**src/rtl/led_frame_if.sv**
```systemverilog
// led_frame_if: frame handshake between the animation source and the
// LED shifter.
//   frame        - WIDTH-bit frame, driven by the source
//   frame_valid  - source presents a frame this cycle
//   frame_ready  - shifter can take a frame (its pending buffer is empty)
// Modports: master = frame source, slave = shifter.
interface led_frame_if #(
  parameter int WIDTH = 16
);
  logic [WIDTH-1:0] frame;
  logic             frame_valid;
  logic             frame_ready;

  modport master (output frame, output frame_valid, input  frame_ready);
  modport slave  (input  frame, input  frame_valid, output frame_ready);
endinterface

```
**src/rtl/led_frame_shifter.sv**
```systemverilog
// led_frame_shifter: takes LED frames over a valid/ready handshake into a
// one-deep pending buffer. Each frame is shifted out MSB-first to a
// 74HC595-style chain and then committed to the LEDs with a latch pulse.
//
// Ports:
//   clk      - system clock; all logic runs on its rising edge
//   rst      - asynchronous, active-high reset; drops any in-flight or
//              pending frame without issuing a latch
//   fin      - led_frame_if.slave (frame, frame_valid, frame_ready)
//   sr_clk   - serial shift clock; each half-period lasts CLK_DIV clk cycles
//   sr_data  - serial data; stable for the whole sr_clk high phase
//   sr_latch - storage-register latch, high for CLK_DIV cycles
//   busy     - a transfer is running or a frame is pending
//
// Optional feature macro: LED_SHIFT_DEDUP_EN. When it is defined, a pending
// frame equal to the last frame sent is dropped in IDLE without being
// transferred.
module led_frame_shifter #(
  parameter int WIDTH   = 16,
  parameter int CLK_DIV = 4
) (
  input  logic      clk,
  input  logic      rst,
  led_frame_if.slave fin,
  output logic      sr_clk,
  output logic      sr_data,
  output logic      sr_latch,
  output logic      busy
);

  localparam int DW = $clog2(CLK_DIV + 1);
  localparam int BW = $clog2(WIDTH + 1);
  localparam logic [DW-1:0] DIV_LAST = DW'(CLK_DIV - 1);
  localparam logic [BW-1:0] BIT_LAST = BW'(WIDTH - 1);

  typedef enum logic [1:0] {IDLE, SHIFT_LO, SHIFT_HI, LATCH} state_t;

  state_t           state;
  logic [WIDTH-1:0] pending;
  logic             pending_full;
  logic [WIDTH-1:0] shreg;
  logic [DW-1:0]    divcnt;
  logic [BW-1:0]    bitcnt;
`ifdef LED_SHIFT_DEDUP_EN
  logic [WIDTH-1:0] last_frame;
`endif

  logic accept;
  logic div_done;

  // The pending buffer cannot be filled and emptied in the same cycle:
  // accept needs pending_full=0, and a load needs pending_full=1.
  assign accept   = fin.frame_valid && !pending_full;
  assign div_done = (divcnt == DIV_LAST);

  always_ff @(posedge clk or posedge rst) begin
    if (rst) begin
      state        <= IDLE;
      pending      <= '0;
      pending_full <= 1'b0;
      shreg        <= '0;
      divcnt       <= '0;
      bitcnt       <= '0;
`ifdef LED_SHIFT_DEDUP_EN
      last_frame   <= '0;
`endif
    end else begin
      if (accept) begin
        pending      <= fin.frame;
        pending_full <= 1'b1;
      end

      case (state)
        IDLE: begin
          if (pending_full) begin
            pending_full <= 1'b0;
`ifdef LED_SHIFT_DEDUP_EN
            // A repeat of the frame already on the LEDs is consumed here and
            // never transferred.
            if (pending != last_frame) begin
              shreg      <= pending;
              last_frame <= pending;
              bitcnt     <= '0;
              divcnt     <= '0;
              state      <= SHIFT_LO;
            end
`else
            shreg  <= pending;
            bitcnt <= '0;
            divcnt <= '0;
            state  <= SHIFT_LO;
`endif
          end
        end

        SHIFT_LO: begin
          if (div_done) begin
            divcnt <= '0;
            state  <= SHIFT_HI;
          end else begin
            divcnt <= divcnt + 1'b1;
          end
        end

        SHIFT_HI: begin
          if (div_done) begin
            divcnt <= '0;
            // Shift only at the end of the high phase so that sr_data holds
            // through the whole high phase.
            shreg  <= shreg << 1;
            if (bitcnt == BIT_LAST) begin
              bitcnt <= '0;
              state  <= LATCH;
            end else begin
              bitcnt <= bitcnt + 1'b1;
              state  <= SHIFT_LO;
            end
          end else begin
            divcnt <= divcnt + 1'b1;
          end
        end

        LATCH: begin
          if (div_done) begin
            divcnt <= '0;
            state  <= IDLE;
          end else begin
            divcnt <= divcnt + 1'b1;
          end
        end

        default: state <= IDLE;
      endcase
    end
  end

  // Outputs are decoded from registered state only. Reset therefore clears
  // them as soon as it is asserted.
  assign sr_clk          = (state == SHIFT_HI);
  assign sr_data         = ((state == SHIFT_LO) || (state == SHIFT_HI)) && shreg[WIDTH-1];
  assign sr_latch        = (state == LATCH);
  assign busy            = (state != IDLE) || pending_full;
  assign fin.frame_ready = !pending_full;

endmodule

```
**src/flat_wrapper.sv**
```systemverilog
// flat-port wrapper written by rule: the top's interface ports become plain ports
module led_frame_shifter_flat 
#(
  parameter int WIDTH   = 16,
  parameter int CLK_DIV = 4
)
  (clk, rst, sr_clk, sr_data, sr_latch, busy, fin_frame, fin_frame_valid, fin_frame_ready);
  led_frame_if #(.WIDTH(WIDTH)) fin_i ();
  input  logic clk;
  input  logic rst;
  output logic sr_clk;
  output logic sr_data;
  output logic sr_latch;
  output logic busy;
  input wire logic [$bits(fin_i.frame)-1:0] fin_frame;
  input wire logic [$bits(fin_i.frame_valid)-1:0] fin_frame_valid;
  output wire logic [$bits(fin_i.frame_ready)-1:0] fin_frame_ready;
  assign fin_i.frame = fin_frame;
  assign fin_i.frame_valid = fin_frame_valid;
  assign fin_frame_ready = fin_i.frame_ready;
  led_frame_shifter #(.WIDTH(WIDTH), .CLK_DIV(CLK_DIV)) u_core (.clk(clk), .rst(rst), .fin(fin_i), .sr_clk(sr_clk), .sr_data(sr_data), .sr_latch(sr_latch), .busy(busy));
endmodule
```
**config.mk**
```make
export PLATFORM = sky130hd
export DESIGN_NAME = led_frame_shifter_flat
export DESIGN_NICKNAME = d
export VERILOG_FILES = /design/src/rtl/led_frame_if.sv /design/src/rtl/led_frame_shifter.sv /design/src/flat_wrapper.sv
export SDC_FILE = /design/constraint.sdc
export NUM_CORES = 1
export LEC_CHECK = 0
export ABC_AREA = 0
export CAP_MARGIN = 20
export CORE_UTILIZATION = 35
export CTS_BUF_LIST = sky130_fd_sc_hd__clkbuf_8
export DETAILED_ROUTE_END_ITERATION = 7
export SYNTH_ARGS = -nofsm -noshare
export SYNTH_HDL_FRONTEND = slang
export SYNTH_SLANG_ARGS = --single-unit
```
**constraint.sdc**
```tcl
create_clock -name clk -period 2.5 [get_ports clk]
set_input_delay 0.625 -clock clk [delete_from_list [all_inputs] [get_ports clk]]
set_output_delay 0.625 -clock clk [all_outputs]
set_load 0.03 [all_outputs]
```
Word level (Yosys, flattened, before mapping)
Index checks and enable logic that the tools add are counted.
{ "classes": {"muxes": 19, "bitwise_logic": 0, "order_cmp": 0, "shifts": 0, "eq_ne": 9, "n_div": 0, "mul": 0, "reduce_logical": 11, "addsub": 2} }
{ "ops": {"columns": ["cell", "count"], "rows": [
  ["16-bit two-way mux", 2],
  ["16-bit case mux with 2 select lines", 1],
  ["5-bit two-way mux", 3],
  ["2-bit two-way mux", 5],
  ["5-bit case mux with 2 select lines", 1],
  ["2-bit by 1-bit != test with 1-bit output (second input constant)", 4],
  ["2-bit case mux with 4 select lines", 1],
  ["3-bit two-way mux", 2],
  ["3-bit case mux with 2 select lines", 1],
  ["5-bit by 1-bit adder with 5-bit output (second input constant)", 1],
  ["5-bit by 4-bit == test with 1-bit output (second input constant)", 1],
  ["2-bit == test (second input constant)", 2],
  ["4-bit AND reduction", 1],
  ["2-bit nonzero test", 2],
  ["3-bit by 1-bit adder with 3-bit output (second input constant)", 1],
  ["3-bit by 2-bit == test with 1-bit output (second input constant)", 1],
  ["1-bit two-way mux", 3],
  ["3-bit AND reduction", 1],
  ["3-bit OR reduction", 1],
  ["2-bit by 1-bit == test with 1-bit output (second input constant)", 1],
  ["1-bit logical AND", 2],
  ["2-bit logical NOT", 1],
  ["1-bit logical OR", 2],
  ["1-bit logical NOT", 1]
]} }
{ "word_totals": {"regBits": 43, "output_inout_bits": 5, "mem_bits_ro": 0, "memories": 0, "ram_bits": 0, "latchBits": 0, "word_cells": 47, "input_bits": 19} }

Longest topological paths before layout
{ "logic_depth": {"word_depth": 5, "mapped_depth": 7} }

Worst setup path before layout
No wires, ideal clock.
{ "synth_timing": {"path_type": "register -> output", "from": "reg u_core.state[0]", "to": "out busy", "stages_incl_launch_ff": 5, "slack_ps": 732, "arrival_time_ps": 1143, "n_path_buf": 0, "path_cell_list": "dfrtp_1 > inv_1 > ha_1 > nor2b_2 > inv_1"} }
{ "synth_via": {"elab_chain_cells": 2} }
{ "synth_rtl": {"columns": ["element", "line", "rtl"], "rows": [
  ["from (decl)", "led_frame_shifter.sv:38", "state_t state;"],
  ["from (signal assigned)", "led_frame_shifter.sv:58", "state <= IDLE;"],
  ["from (signal assigned)", "led_frame_shifter.sv:91", "state <= SHIFT_LO;"],
  ["from (signal assigned)", "led_frame_shifter.sv:99", "state <= SHIFT_HI;"],
  ["2-bit nonzero test", "led_frame_shifter.sv:142", "assign busy = (state != IDLE) || pending_full;"],
  ["1-bit logical OR", "led_frame_shifter.sv:142", null],
  ["to (decl)", "flat_wrapper.sv:14", "output logic busy;"]
]} }
No other way between the ends.

Worst setup path in the final report
{ "layout_timing": {"from": "reg u_core.state[1]", "to": "out busy"} }
The elaborated chain is that of the path after synthesis.

==> flow_summary.toml <==
[sta]
rsz0062_at_grt = "no"
setup_violations = 0
worst_slack_ns = 0.119
period_share_pct = 95.3
worstMarginPinSlew_ns = 1.00
hold_ws_ns = 0.482
clock_skew_ns = 0.00352
fin_crit_ns = 2.38
max_freq_mhz = 420
tns_ns = 0
relSlewSlack_pct = 33.0
hold_viol_final = 0
slew_violations = 0

[worst_setup_path]
arrival_ns = 1.76
rr_worst_depth = 7
rrSetupSlack_ns = 0.39
critPathLaunchType = "register"
crit_type = "reg2out"
worstPathRequired_ns = 1.88
worstSetupEndpointType = "primary output"
critPathMaxFanout = 6

[floorplanning]
num_rows = 27
die_x_microns = 78.1
die_area_sq_um = 6100
die_y_microns = 78.1
start_util_pct = 36.6
io_pins = 24
coreArea_sq_um = 5540

[cells_and_area]
stdcell_count = 265
diodes = 0
synthToLayoutAreaGrowth_pct = 18.0
final_cell_mix = "43 x dfrtp_1, 23 x nand2_1, 20 x clkdlybuf4s50_1"
layout-drive-gt1-share_pct = 23.8
final_nets = 217
mostFrequentLayoutCell = "dfrtp_1"

[yosys]
synth_area_sq_um = 2030
async_flop_share_pct = 100
yosys-top-cells-area = "dfrtp_1 53%, mux2_2 8.9%, mux2i_1 7.4%, o21ai_2 5.6%, nand2_1 4.3%"
synthMuxAreaShare_pct = 17.0
yosys.area.top_type = "dfrtp_1"
synth-compound-area-share_pct = 13.2
synth_top_family_by_area = "multiplexers"
synthAdderAreaFrac_pct = 3.71
synth_xor_area_share_pct = 0
synth_edf_count = 0
yosys_warnings = 0
synthFlopType = "dfrtp_1"
synth_seq_area_share_pct = 53.1
synth_nets = 190
syn_inst = 165
synth_top_area_share_pct = 53.1
syn_area_per_cell_sq_um = 12.3
synth_cell_types = 32
synth-seq-cells = 43
synthSimpleGateAreaFrac_pct = 8.09

[pwr]
power_frac_seq_pct = 39.4
switchingPower_mw = 1.18
power_density_nw_per_um2 = 1260
combPwrFrac_pct = 47.2
vdd_drop_max_mv = 0.512
clockPowerShare_pct = 13.4
p_int_mw = 1.85
p_leak_nw = 1.07
power_mw = 3.02
switching_share_pct = 38.9

[clocking]
cts_root_buf = "clkbuf_8"
htree_levels = 2
clock_path_buffers = 2
clk_pin_slew_ns = 0.08
cts_tree = "yes"
numCtsBuffers = 5
insertion_delay_ns = 0.28
cts_hold_buf = 0
cts_sinks = 43

[detailed_routing]
drt-initial-drc-count = 111
vias_per_cell = 4.80
routed_wl_mm = 3.40
wl_per_cell_microns = 12.8
via_count = 1271
drcViolationCount = 0
ant_nets = 0
firstDrtPassIters = 4

[job]
drv_cap = 0

[grt]
overflow = 0
grt_pass1_wl_mm = 6.11
grt_pass1_vias = 1319
track_usage_pct = 12.9
grt_max_degree = 44
antenna_found_initial = 0

[placement]
dpl.hpwl_mm = 2.38
io_buffers = 23
dp_slack_ns = 0.118
dp_cells = 257
gp_congestion = 0.721

[worst_hold_path]
whs_path_depth = 2
hp-class = "reg2reg"

[run_status]
status = "completed"
==> cell usage after synthesis, types with 2 or more instances <==
library cell,n
nand2_1,23
o21ai_0,5
nor2_1,3
o21ai_2,13
a21boi_0,2
nand3_1,4
o31ai_1,3
buf_6,5
dfrtp_1,43
ha_1,6
mux2i_1,15
mux2_2,16
o21ai_1,2
inv_1,7
==> routing by layer <==
| metal | up-vias | GRT usage [%] | share of wire [%] | wire length, microns |
|---|---|---|---|---|
| li1 | 634 | - | - | - |
| met4 | 0 | 5.00 | 1.2 | 40 |
| met3 | 4 | 2.79 | 3.6 | 123 |
| met1 | 608 | 16.0 | 47 | 1600 |
| met2 | 25 | 21.8 | 48 | 1640 |
| met5 | - | 0 | 0 | 0 |
==> state kept, by name (all words and copies together), names as in the netlist <==
register,cells
u_core.divcnt,3
u_core.bitcnt,5
u_core.shreg,16
u_core.pending_full,1
u_core.state,2
u_core.pending,16
==> final cells by class <==
cell class	instances	area, sq um
timing repair buffer	27	259
clock inverter	3	12.5
multi-input combinational	108	857
tap	72	90.1
clock buffer	5	68.8
fill	531	3150
inverter	7	26.3
sequential	43	1080
==> metrics by stage <==
stage / area [sq um] / utilization, %
global placement: 2300 / 41.6
global route: 2390 / 43.1
floorplan: 2030 / -
finish: 2390 / 43.1
CTS: 2380 / 43.0
detailed placement: 2300 / 41.6
==> path summary, 6_finish.rpt <==
check,end,from
worst max-delay path,busy,u_core.state[1]
worst min-delay path,u_core.shreg[0],u_core.shreg[0]
worst max register to register,u_core.bitcnt[2],u_core.state[0]
worst min register to register,u_core.shreg[0],u_core.shreg[0]
max in group asynchronous,u_core.pending[2],rst
min in group asynchronous,u_core.pending[1],rst
==> power groups by stage <==
stage / registers (mW) / clock network (mW) / logic (mW)
finish: 1.19 / 0.404 / 1.43
global route: 1.24 / 0.447 / 1.60
CTS: 1.19 / 0.423 / 1.46
detailed placement: 1.21 / 0 / 1.46
global placement: 1.19 / 0 / 1.40
floorplan: 1.15 / 0 / 1.27
==> cell families (layout without fill, tap and decap cells) <==
kind of cell,count (synthesis),after routing
AOI/OAI and AO/OA,34,34
adders and majority gates,6,6
DFF,43,43
muxes,32,32
buffers and inverters,14,42
and+or+nand+nor,36,36
==> critical path, stage by stage (launching register included) <==
cell           delay (ns)
dfrtp_1              0.42
inv_1                0.12
ha_1                 0.28
nor2b_4              0.25
inv_1                0.05
dlygate4sd2_1        0.35
==> repair_timing <==
item | 4_1_cts | 5_1_grt
resized for setup | 1 | 2
buffers inserted | 0 | 0
endpoints found under the setup margin | 1 | 2
gates cloned | 0 | 0
No activity file was read; power rests on OpenSTA's default activity.
